===== src/rtl/keypad_pkg.sv =====
// ============================================================================
// keypad_pkg : shared types and key map for the 4x4 matrix keypad scanner
// Revision   : 1.0
// ============================================================================
`default_nettype none

package keypad_pkg;

    localparam int NUM_COLS = 4;

    typedef enum logic [1:0] {
        ST_IDLE     = 2'd0,
        ST_DEBOUNCE = 2'd1,
        ST_PRESSED  = 2'd2,
        ST_RELEASE  = 2'd3
    } state_e;

    // Entry {row,col} lives at bits [4*{row,col} +: 4]; row 0 reads 1,2,3,A from col 0.
    localparam logic [63:0] KEY_MAP = 64'hDEF0_C987_B654_A321;

    function automatic logic [3:0] key_lookup(input logic [3:0] rc);
        return KEY_MAP[{rc, 2'b00} +: 4];
    endfunction

endpackage

`default_nettype wire


===== src/rtl/sync2.sv =====
// ============================================================================
// sync2    : two-flop synchronizer for asynchronous level inputs
// Revision : 1.0
// ============================================================================
`default_nettype none

module sync2 #(
    parameter int               WIDTH     = 1,
    parameter logic [WIDTH-1:0] RESET_VAL = '0
) (
    input  logic             clk,
    input  logic             rst_n,
    input  logic [WIDTH-1:0] d_i,
    output logic [WIDTH-1:0] q_o
);

    logic [WIDTH-1:0] meta_q;
    logic [WIDTH-1:0] sync_q;

    always_ff @(posedge clk or negedge rst_n) begin
        if (!rst_n) begin
            meta_q <= RESET_VAL;
            sync_q <= RESET_VAL;
        end else begin
            meta_q <= d_i;
            sync_q <= meta_q;
        end
    end

    assign q_o = sync_q;

endmodule

`default_nettype wire


===== src/rtl/keypad_scanner.sv =====
// ============================================================================
// keypad_scanner : column-scanned 4x4 keypad reader with whole-scan debounce
// Revision       : 1.0
// ============================================================================
`default_nettype none

module keypad_scanner
    import keypad_pkg::*;
#(
    parameter int SCAN_DIV       = 50000,
    parameter int DEBOUNCE_SCANS = 8
) (
    input  logic       clk,
    input  logic       rst_n,
    input  logic [3:0] row,
    output logic [3:0] col,
    output logic [3:0] key_code,
    output logic       key_valid,
    output logic       key_held
);

    localparam int PW = $clog2(SCAN_DIV);
    localparam int CW = $clog2(DEBOUNCE_SCANS + 1);
    localparam logic [PW-1:0] c_PHASE_LAST = PW'(SCAN_DIV - 1);
    localparam logic [CW-1:0] c_CNT_DONE   = CW'(DEBOUNCE_SCANS);
    localparam logic [CW-1:0] c_CNT_ONE    = CW'(1);
    localparam logic [1:0]    c_LAST_COL   = 2'(NUM_COLS - 1);

    logic [3:0]    row_sync;
    logic [PW-1:0] phase_q;
    logic [1:0]    col_idx_q;
    logic [15:0]   image_q;
    logic          sample;
    logic          eos;

    sync2 #(
        .WIDTH     (4),
        .RESET_VAL (4'hF)
    ) u_row_sync (
        .clk   (clk),
        .rst_n (rst_n),
        .d_i   (row),
        .q_o   (row_sync)
    );

    assign sample = (phase_q == c_PHASE_LAST);
    assign eos    = sample && (col_idx_q == c_LAST_COL);
    assign col    = ~(4'b0001 << col_idx_q);

    // Image holds pressed (active-high) bits: bit 4*col + row.
    always_ff @(posedge clk or negedge rst_n) begin
        if (!rst_n) begin
            phase_q   <= '0;
            col_idx_q <= '0;
            image_q   <= '0;
        end else if (sample) begin
            phase_q                        <= '0;
            col_idx_q                      <= col_idx_q + 2'd1;
            image_q[{col_idx_q, 2'b00} +: 4] <= ~row_sync;
        end else begin
            phase_q <= phase_q + PW'(1);
        end
    end

    // Classification sees the column being sampled this cycle, not the stale nibble.
    logic [15:0] scan_img;
    logic [4:0]  hits;
    logic [3:0]  hit_rc;
    logic        cls_none;
    logic        cls_one;

    always_comb begin
        scan_img                          = image_q;
        scan_img[{col_idx_q, 2'b00} +: 4] = ~row_sync;
        hits                              = '0;
        hit_rc                            = '0;
        for (int i = 0; i < 16; i++) begin
            if (scan_img[i]) begin
                hits   = hits + 5'd1;
                hit_rc = {i[1:0], i[3:2]};
            end
        end
    end

    assign cls_none = (hits == 5'd0);
    assign cls_one  = (hits == 5'd1);

    state_e        state_q, state_d;
    logic [CW-1:0] cnt_q, cnt_d, cnt_inc;
    logic [3:0]    cand_q, cand_d;
    logic [3:0]    code_q, code_d;
    logic          valid_q, valid_d;

    always_ff @(posedge clk or negedge rst_n) begin
        if (!rst_n) begin
            state_q <= ST_IDLE;
            cnt_q   <= '0;
            cand_q  <= '0;
            code_q  <= '0;
            valid_q <= 1'b0;
        end else begin
            state_q <= state_d;
            cnt_q   <= cnt_d;
            cand_q  <= cand_d;
            code_q  <= code_d;
            valid_q <= valid_d;
        end
    end

    always_comb begin
        state_d = state_q;
        cnt_d   = cnt_q;
        cand_d  = cand_q;
        code_d  = code_q;
        valid_d = 1'b0;
        cnt_inc = (cnt_q == c_CNT_DONE) ? cnt_q : cnt_q + CW'(1);
        if (eos) begin
            case (state_q)
                ST_IDLE: begin
                    if (cls_one) begin
                        cand_d = hit_rc;
                        if (c_CNT_ONE == c_CNT_DONE) begin
                            state_d = ST_PRESSED;
                            valid_d = 1'b1;
                            code_d  = key_lookup(hit_rc);
                            cnt_d   = '0;
                        end else begin
                            state_d = ST_DEBOUNCE;
                            cnt_d   = c_CNT_ONE;
                        end
                    end
                end
                ST_DEBOUNCE: begin
                    if (!cls_one) begin
                        state_d = ST_IDLE;
                        cnt_d   = '0;
                    end else if (hit_rc != cand_q) begin
                        cand_d = hit_rc;
                        cnt_d  = c_CNT_ONE;
                    end else if (cnt_inc == c_CNT_DONE) begin
                        state_d = ST_PRESSED;
                        valid_d = 1'b1;
                        code_d  = key_lookup(cand_q);
                        cnt_d   = '0;
                    end else begin
                        cnt_d = cnt_inc;
                    end
                end
                ST_PRESSED: begin
                    if (cls_none) begin
                        if (c_CNT_ONE == c_CNT_DONE) begin
                            state_d = ST_IDLE;
                            cnt_d   = '0;
                        end else begin
                            state_d = ST_RELEASE;
                            cnt_d   = c_CNT_ONE;
                        end
                    end
                end
                ST_RELEASE: begin
                    if (!cls_none) begin
                        state_d = ST_PRESSED;
                        cnt_d   = '0;
                    end else if (cnt_inc == c_CNT_DONE) begin
                        state_d = ST_IDLE;
                        cnt_d   = '0;
                    end else begin
                        cnt_d = cnt_inc;
                    end
                end
                default: begin
                    state_d = ST_IDLE;
                    cnt_d   = '0;
                end
            endcase
        end
    end

    assign key_code  = code_q;
    assign key_valid = valid_q;
    assign key_held  = (state_q == ST_PRESSED) || (state_q == ST_RELEASE);

endmodule

`default_nettype wire


===== config.mk =====
export PLATFORM = sky130hd
export DESIGN_NAME = keypad_scanner
export DESIGN_NICKNAME = d
export VERILOG_FILES = /design/src/rtl/keypad_pkg.sv /design/src/rtl/sync2.sv /design/src/rtl/keypad_scanner.sv
export SDC_FILE = /design/constraint.sdc
export NUM_CORES = 1
export LEC_CHECK = 0
export ABC_AREA = 1
export CORE_MARGIN = 1
export CORE_UTILIZATION = 30
export CTS_CLUSTER_DIAMETER = 50
export DETAILED_ROUTE_END_ITERATION = 16
export PLACE_DENSITY = 0.51
export SYNTH_ARGS = -nofsm -noshare
export SYNTH_HDL_FRONTEND = slang
export SYNTH_HIERARCHICAL = 1
export SYNTH_SLANG_ARGS = --single-unit

===== constraint.sdc =====
create_clock -name clk -period 26.4 [get_ports clk]
set_clock_uncertainty 0.1 [all_clocks]
set_input_delay 6.6 -clock clk [delete_from_list [all_inputs] [get_ports clk]]
set_output_delay 6.6 -clock clk [all_outputs]
set_load 0.02 [all_outputs]

; ---- Word level (Yosys, flattened, before mapping)
; Index checks and enable logic that the tools add are counted.
[totals]
ff_bits = 57
inputBits = 6
out_inout_bits = 10
wordCells = 119
[classes]
add_sub_neg = 19
eq_ne = 16
n_shift = 4
muxes = 58
bitwise_logic = 3
n_reduce_logical = 9
[op_table]
columns = operator, n
row1 = 4-bit two-way mux, 24
row2 = "5-bit by 1-bit adder with 5-bit output, second input constant", 15
row3 = 5-bit two-way mux, 15
row4 = "64-bit by 7-bit variable part select with 4-bit output, first input constant", 1
row5 = "16-bit by 1-bit adder with 16-bit output, second input constant", 1
row6 = 16-bit bitwise mux, 1
row7 = "16-bit == test, second input constant", 1
row8 = 16-bit two-way mux, 1
row9 = 4-bit one-hot mux with 4 select lines, 1
row10 = "4-bit by 6-bit variable shift with 16-bit output, first input constant", 1
row11 = 4-bit by 6-bit variable part select with 16-bit output, 1
row12 = 2-bit two-way mux, 7
row13 = 5-bit AND reduction, 2
row14 = "3-bit != test, second input constant", 3
row15 = "4-bit == test, second input constant", 2
row16 = "2-bit != test, second input constant", 4
row17 = 4-bit inverter, 2
row18 = 2-bit one-hot mux with 4 select lines, 1
row19 = 4-bit one-hot mux with 2 select lines, 1
row20 = "2-bit == test, second input constant", 3
row21 = 1-bit two-way mux, 6
row22 = 4-bit negation with 6-bit output, 1
row23 = 6-bit AND reduction, 1
row24 = "5-bit by 1-bit == test with 1-bit output, second input constant", 1
row25 = other kinds (13), 13

; ---- Longest topological paths before layout
[depth]
word_depth = 38
ltp_mapped = 65
mapped_depth_nobuf = 65

; ---- Modules after synthesis
; Netlist, hierarchy kept.
[by_module_without_submodules]
columns = mod, instances, cells_per_inst, area_per_inst_um2, seq_area_each_um2
row1 = keypad_scanner, 1, 719, 4662.0, 1226.2
row2 = sync2, 1, 8, 210.2, 210.2

; ---- Worst setup path after synthesis
; OpenSTA, ideal clock, no wires.
[synth_timing]
path_kind = register to register
start = register col_idx_q[0]
end = register cnt_q[0]
setup_time_ns = 0.120
t_arrival_ns = 9.855
required_time_ns = 26.180
slack_ns = 16.325
stages_incl_launch_ff = 64
n_path_buf = 0
synth_period_minus_slack_ns = 10.075
cell_sequence = dfrtp_1 inv_1 ha_1 inv_2 nor2_4 nand2_1 nand2_1 inv_1 ha_1 inv_1 nand3_1 nand2_2 inv_1 ha_1 nand2_1 nand2_1 ha_1 or2_0 [28 not listed] or2_2 nand2_1 inv_1 ha_1 inv_1 o21ai_0 ha_1 nand2_1 xnor2_1 nand3_4 nor2_8 nand2_4 nand2_4 nand2_2 nor2_2 inv_2 nand2_1 nand2_1
[synth_between]
elab_chain_cells = 37
elab_cells_between_ends = 62
classes_between = 16 x add/sub / 5 x eq/ne / 2 x shift / 36 x mux / 3 x reduce/logical
[synth_rtl]
columns = item, line_no
row1 = "start, declared", keypad_scanner.sv:31  ; logic [1:0] col_idx_q;
row2 = "start signal, assigned", keypad_scanner.sv:58  ; col_idx_q <= col_idx_q + 2'd1;
row3 = 4-bit negation with 6-bit output, keypad_scanner.sv:74  ; scan_img[{col_idx_q, 2'b00} +: 4] = ~row_sync;
row4 = 4-bit by 6-bit variable part select with 16-bit output or 4-bit by 6-bit variable shift with 16-bit output (tied branches), keypad_scanner.sv:74
row5 = 16-bit bitwise mux, keypad_scanner.sv:74
row6 = 1-bit two-way mux, keypad_scanner.sv:78  ; if (scan_img[i]) begin
row7 = 5-bit by 1-bit adder with 5-bit output, keypad_scanner.sv:79  ; hits = hits + 5'd1;
row8 = 5-bit two-way mux, keypad_scanner.sv:78
row9 = 5-bit by 1-bit adder with 5-bit output, keypad_scanner.sv:79
row10 = 5-bit two-way mux, keypad_scanner.sv:78
row11 = [21 not listed], --
row12 = 5-bit two-way mux, keypad_scanner.sv:78
row13 = 5-bit by 1-bit adder with 5-bit output, keypad_scanner.sv:79
row14 = 5-bit two-way mux, keypad_scanner.sv:78
row15 = 5-bit by 1-bit adder with 5-bit output, keypad_scanner.sv:79
row16 = 5-bit two-way mux, keypad_scanner.sv:78
row17 = 5-bit by 1-bit == test with 1-bit output or 5-bit zero test (tied branches), "keypad_scanner.sv:86, keypad_scanner.sv:85"
row18 = 4-bit two-way mux (tied with other cells), keypad_scanner.sv:134  ; if (!cls_one) begin
row19 = 4-bit one-hot mux with 4 select lines or 3-bit AND reduction (tied branches), --
row20 = "end signal, assigned", keypad_scanner.sv:103  ; cnt_q <= cnt_d;
row21 = "end, declared", keypad_scanner.sv:89  ; logic [CW-1:0] cnt_q, cnt_d, cnt_inc;
; Parallel ways exist; a longest one is shown, timed or not.
; A chain may end at the register's enable or synchronous reset.

; ---- Final worst setup path
[layout_timing]
start = register col_idx_q[0]
end = register cnt_q[3]
; The elaborated chain is that of the path after synthesis.

==> impl_metrics.toml <==
[outcome]
status = "completed"

[timing]
finalSetupViolations = 0
period_minus_slack_ns = 10.69
slew_viol_final = 0
fin_setup_tns_ns = 0
hold_viol = 0
fmax_mhz = 93.5
slew_headroom_pct = 41.8
rsz0062_at_grt = "false"
worstMarginPinSlew_ns = 0.865
timing.final.crit_share_pct = 40.5

[logic_synthesis]
synthXorXnorAreaFrac_pct = 1.98
ys_seq_elements = 57
ys_types = 42
syn_nets = 758
synth_top_family_by_area = "simple AND/OR/NAND/NOR gates"
syn_area_mm2 = 0.00487
yosys_warnings = 6
synth.area.mux_share_pct = 0.205
synth_flop_cell = "dfrtp_1"
synthSimpleGateAreaFrac_pct = 42.0
avgSynthCellArea_um2 = 6.70
ys_seq_area_share_pct = 29.5
async_reset_ff_share_pct = 100
synthAdderAreaFrac_pct = 6.42
synth_edf_count = 0
synthCells = 727
synth-compound-area-share_pct = 8.55

[flow_run]
maxCapViolCount = 0

[worst_setup_path]
critPathMostFrequentCell = "nand2_1"
r2r-start = "col_idx_q[0]"
cp.required_ns = 26.57
reg2reg_setup_slack_ns = 15.71
cpMaxStageDelayCell = "dfrtp_1"
crit_path_end_kind = "register"
worst-setup-path-type = "reg -> reg"
crit_path_start_kind = "register"
reg2regPathDepth = 59
timing.rr.end = "cnt_q[3]"
critPathMaxStageDelay_ns = 0.51
crit_arrival_ns = 10.87
worstPathMaxFanout = 9

[grt]
grt_pass1_wl_um = 17900
gr-total-overflow = 0
grt_start_max_net_pins = 58
grt_usage_pct = 13.4
grt_pass1_vias = 3904
antenna_found_initial = 0

[drt]
drc_errors = 0
routed_wl_um = 10100
vias_per_cell = 4.37
drtIter0Drc = 197
ant_nets = 0
via_count = 4246
wl_per_cell_um = 10.5
firstDrtPassIters = 4

[layout]
layout_commonest_cell = "nand2_1"
layout_common_cells = "nand2_1 (184), inv_1 (135), nand3_1 (65)"
finish.net_count = 781
nFillCells = 1752
syn_to_final_growth_pct = 14.8
layout-drive-gt1-share_pct = 14.4
register_area_mm2 = 0.00144
antenna_cells = 0
multi_input_area_mm2 = 0.00288

[place]
hpwl_um = 8050
numPortBuffers = 15
finalWeightedCongestion = 0.830

[floorplan]
io-pin-count = 16
die_h_um = 129
rows = 46
initial_core_util_pct = 30.7
core_area_mm2 = 0.0159
die_w_um = 129
dieArea_mm2 = 0.0168

[clock_network]
clock_latency_ns = 0.34
cts_made_buffers = 9
clkSlewWorstSetupHoldPaths_ns = 0.05
hold_buffers = 0
cts_root_buffer = "clkbuf_16"
cts_buffer_depth = 2
cts_tree = "done"
ctsResizeCount = 0
ctsHtreeMaxLevel = 3
clkSinkCount = 57
postCtsSetupBuffers = 0

[power]
ir_worst_vdd_uv = 35.3
power_uw = 241
power_density_mw_per_mm2 = 43.1
p_leak_uw = 0.00291

[min_path]
hold_path_end = "u_row_sync/q_o[3]"
worstHoldPathType = "reg -> reg"
hp-start = "u_row_sync/meta_q[3]"
hold_path_depth = 0
==> worst max-delay path, delay by kind of cell (launching register included) <==
| family | cells | cell delay (ns) |
|---|---|---|
| flip-flops | 1 | 0.51 |
| AND/OR/NAND/NOR | 33 | 4.56 |
| XOR/XNOR | 1 | 0.27 |
| AO/OA/AOI/OAI | 2 | 0.56 |
| buffers and inverters | 8 | 0.50 |
| adder cells (fa/ha/maj) | 15 | 4.14 |
==> registers in the layout (all words and copies together), names as in the netlist <==
name               cells
image_q               16
phase_q               16
cand_q                 4
cnt_q                  4
key_code               4
u_row_sync/meta_q      4
u_row_sync/q_o         4
col_idx_q              2
state_q                2
key_valid              1
==> stage by stage <==
| stage | setup slack (ns) | hold slack, ns | area, µm² | util, % | std cells |
|---|---|---|---|---|---|
| after CTS | 15.66 | 0.250 | 5600 | 35.2 | 971 |
| after global placement | 15.87 | 0.248 | 5280 | 33.3 | 955 |
| after global routing | 14.81 | 0.251 | 5600 | 35.2 | 971 |
| after floorplan | 16.33 | 0.245 | 4870 | - | 727 |
| final | 15.71 | 0.247 | 5600 | 35.2 | 971 |
| after detailed placement | 15.70 | 0.248 | 5280 | 33.3 | 955 |
==> logic make-up after synthesis <==
kind of cell,Yosys count
AO/OA/AOI/OAI,70
XOR/XNOR,11
adder cells (fa/ha/maj),25
buffers and inverters,147
flip-flops,57
multiplexers,1
AND/OR/NAND/NOR,416
==> per-layer routing <==
layer | share of wire [%] | global-route usage [%] | vias up
met4 | 2.0 | 5.40 | 0
met5 | 0 | 0 | -
met3 | 2.2 | 2.60 | 13
li1 | - | - | 2334
met1 | 55 | 18.6 | 1868
met2 | 41 | 20.3 | 31
==> report_power, final <==
part           total, µW  internal (µW)  switching (µW)
Sequential          88.8           88.6           0.267
Clock                125           82.0            42.5
Combinational       27.6           9.45            18.1
Total                241            180            60.9
==> Yosys cell counts (2+ instances only) <==
master	count	area share, %
or2_2	6	0.77
inv_1	135	10
nor2_1	61	4.7
o22ai_1	3	0.39
and2_1	3	0.39
xor2_1	9	1.6
nor2_4	3	0.69
nand4_1	6	0.77
dfstp_2	8	4.3
inv_2	6	0.46
o211ai_1	2	0.31
a21oi_1	9	0.92
ha_1	25	6.4
nor2_2	3	0.39
nand3_1	65	6.7
nor3_1	14	1.4
nand3_4	3	1.1
o21a_1	4	0.62
o21ai_1	6	0.62
a21boi_0	2	0.31
dfrtp_1	49	25
o21ai_2	2	0.36
clkbuf_1	5	0.39
nand3_2	12	2.5
a21oi_2	2	0.36
nand2_2	36	4.6
nor4_1	5	0.64
o21ai_0	33	3.4
o22ai_2	2	0.51
xnor2_1	2	0.36
nand2_4	5	1.2
nand3b_1	7	1.1
nor2_8	2	0.82
nand2_1	184	14
==> area by class of cell <==
cell class	instances	share of cell area [%]
multi-input cells	523	51.5
flip-flops and latches	57	25.7
inverters	142	9.57
well taps	216	4.83
clock buffers	10	4.09
repair buffers	17	2.86
clock inverters	6	1.48
==> worst max-delay path by stage <==
stage	start	to	slack, ns	cells after the start
floorplan	col_idx_q[0]	cnt_q[0]	16.33	63
global placement	col_idx_q[0]	cnt_q[0]	15.87	62
detailed placement	col_idx_q[0]	cnt_q[0]	15.70	62
CTS	col_idx_q[0]	cnt_q[1]	15.66	62
global route	col_idx_q[0]	state_q[0]	14.81	60
finish	col_idx_q[0]	cnt_q[3]	15.71	59
Note: power is estimated with default switching activity, not from simulation.
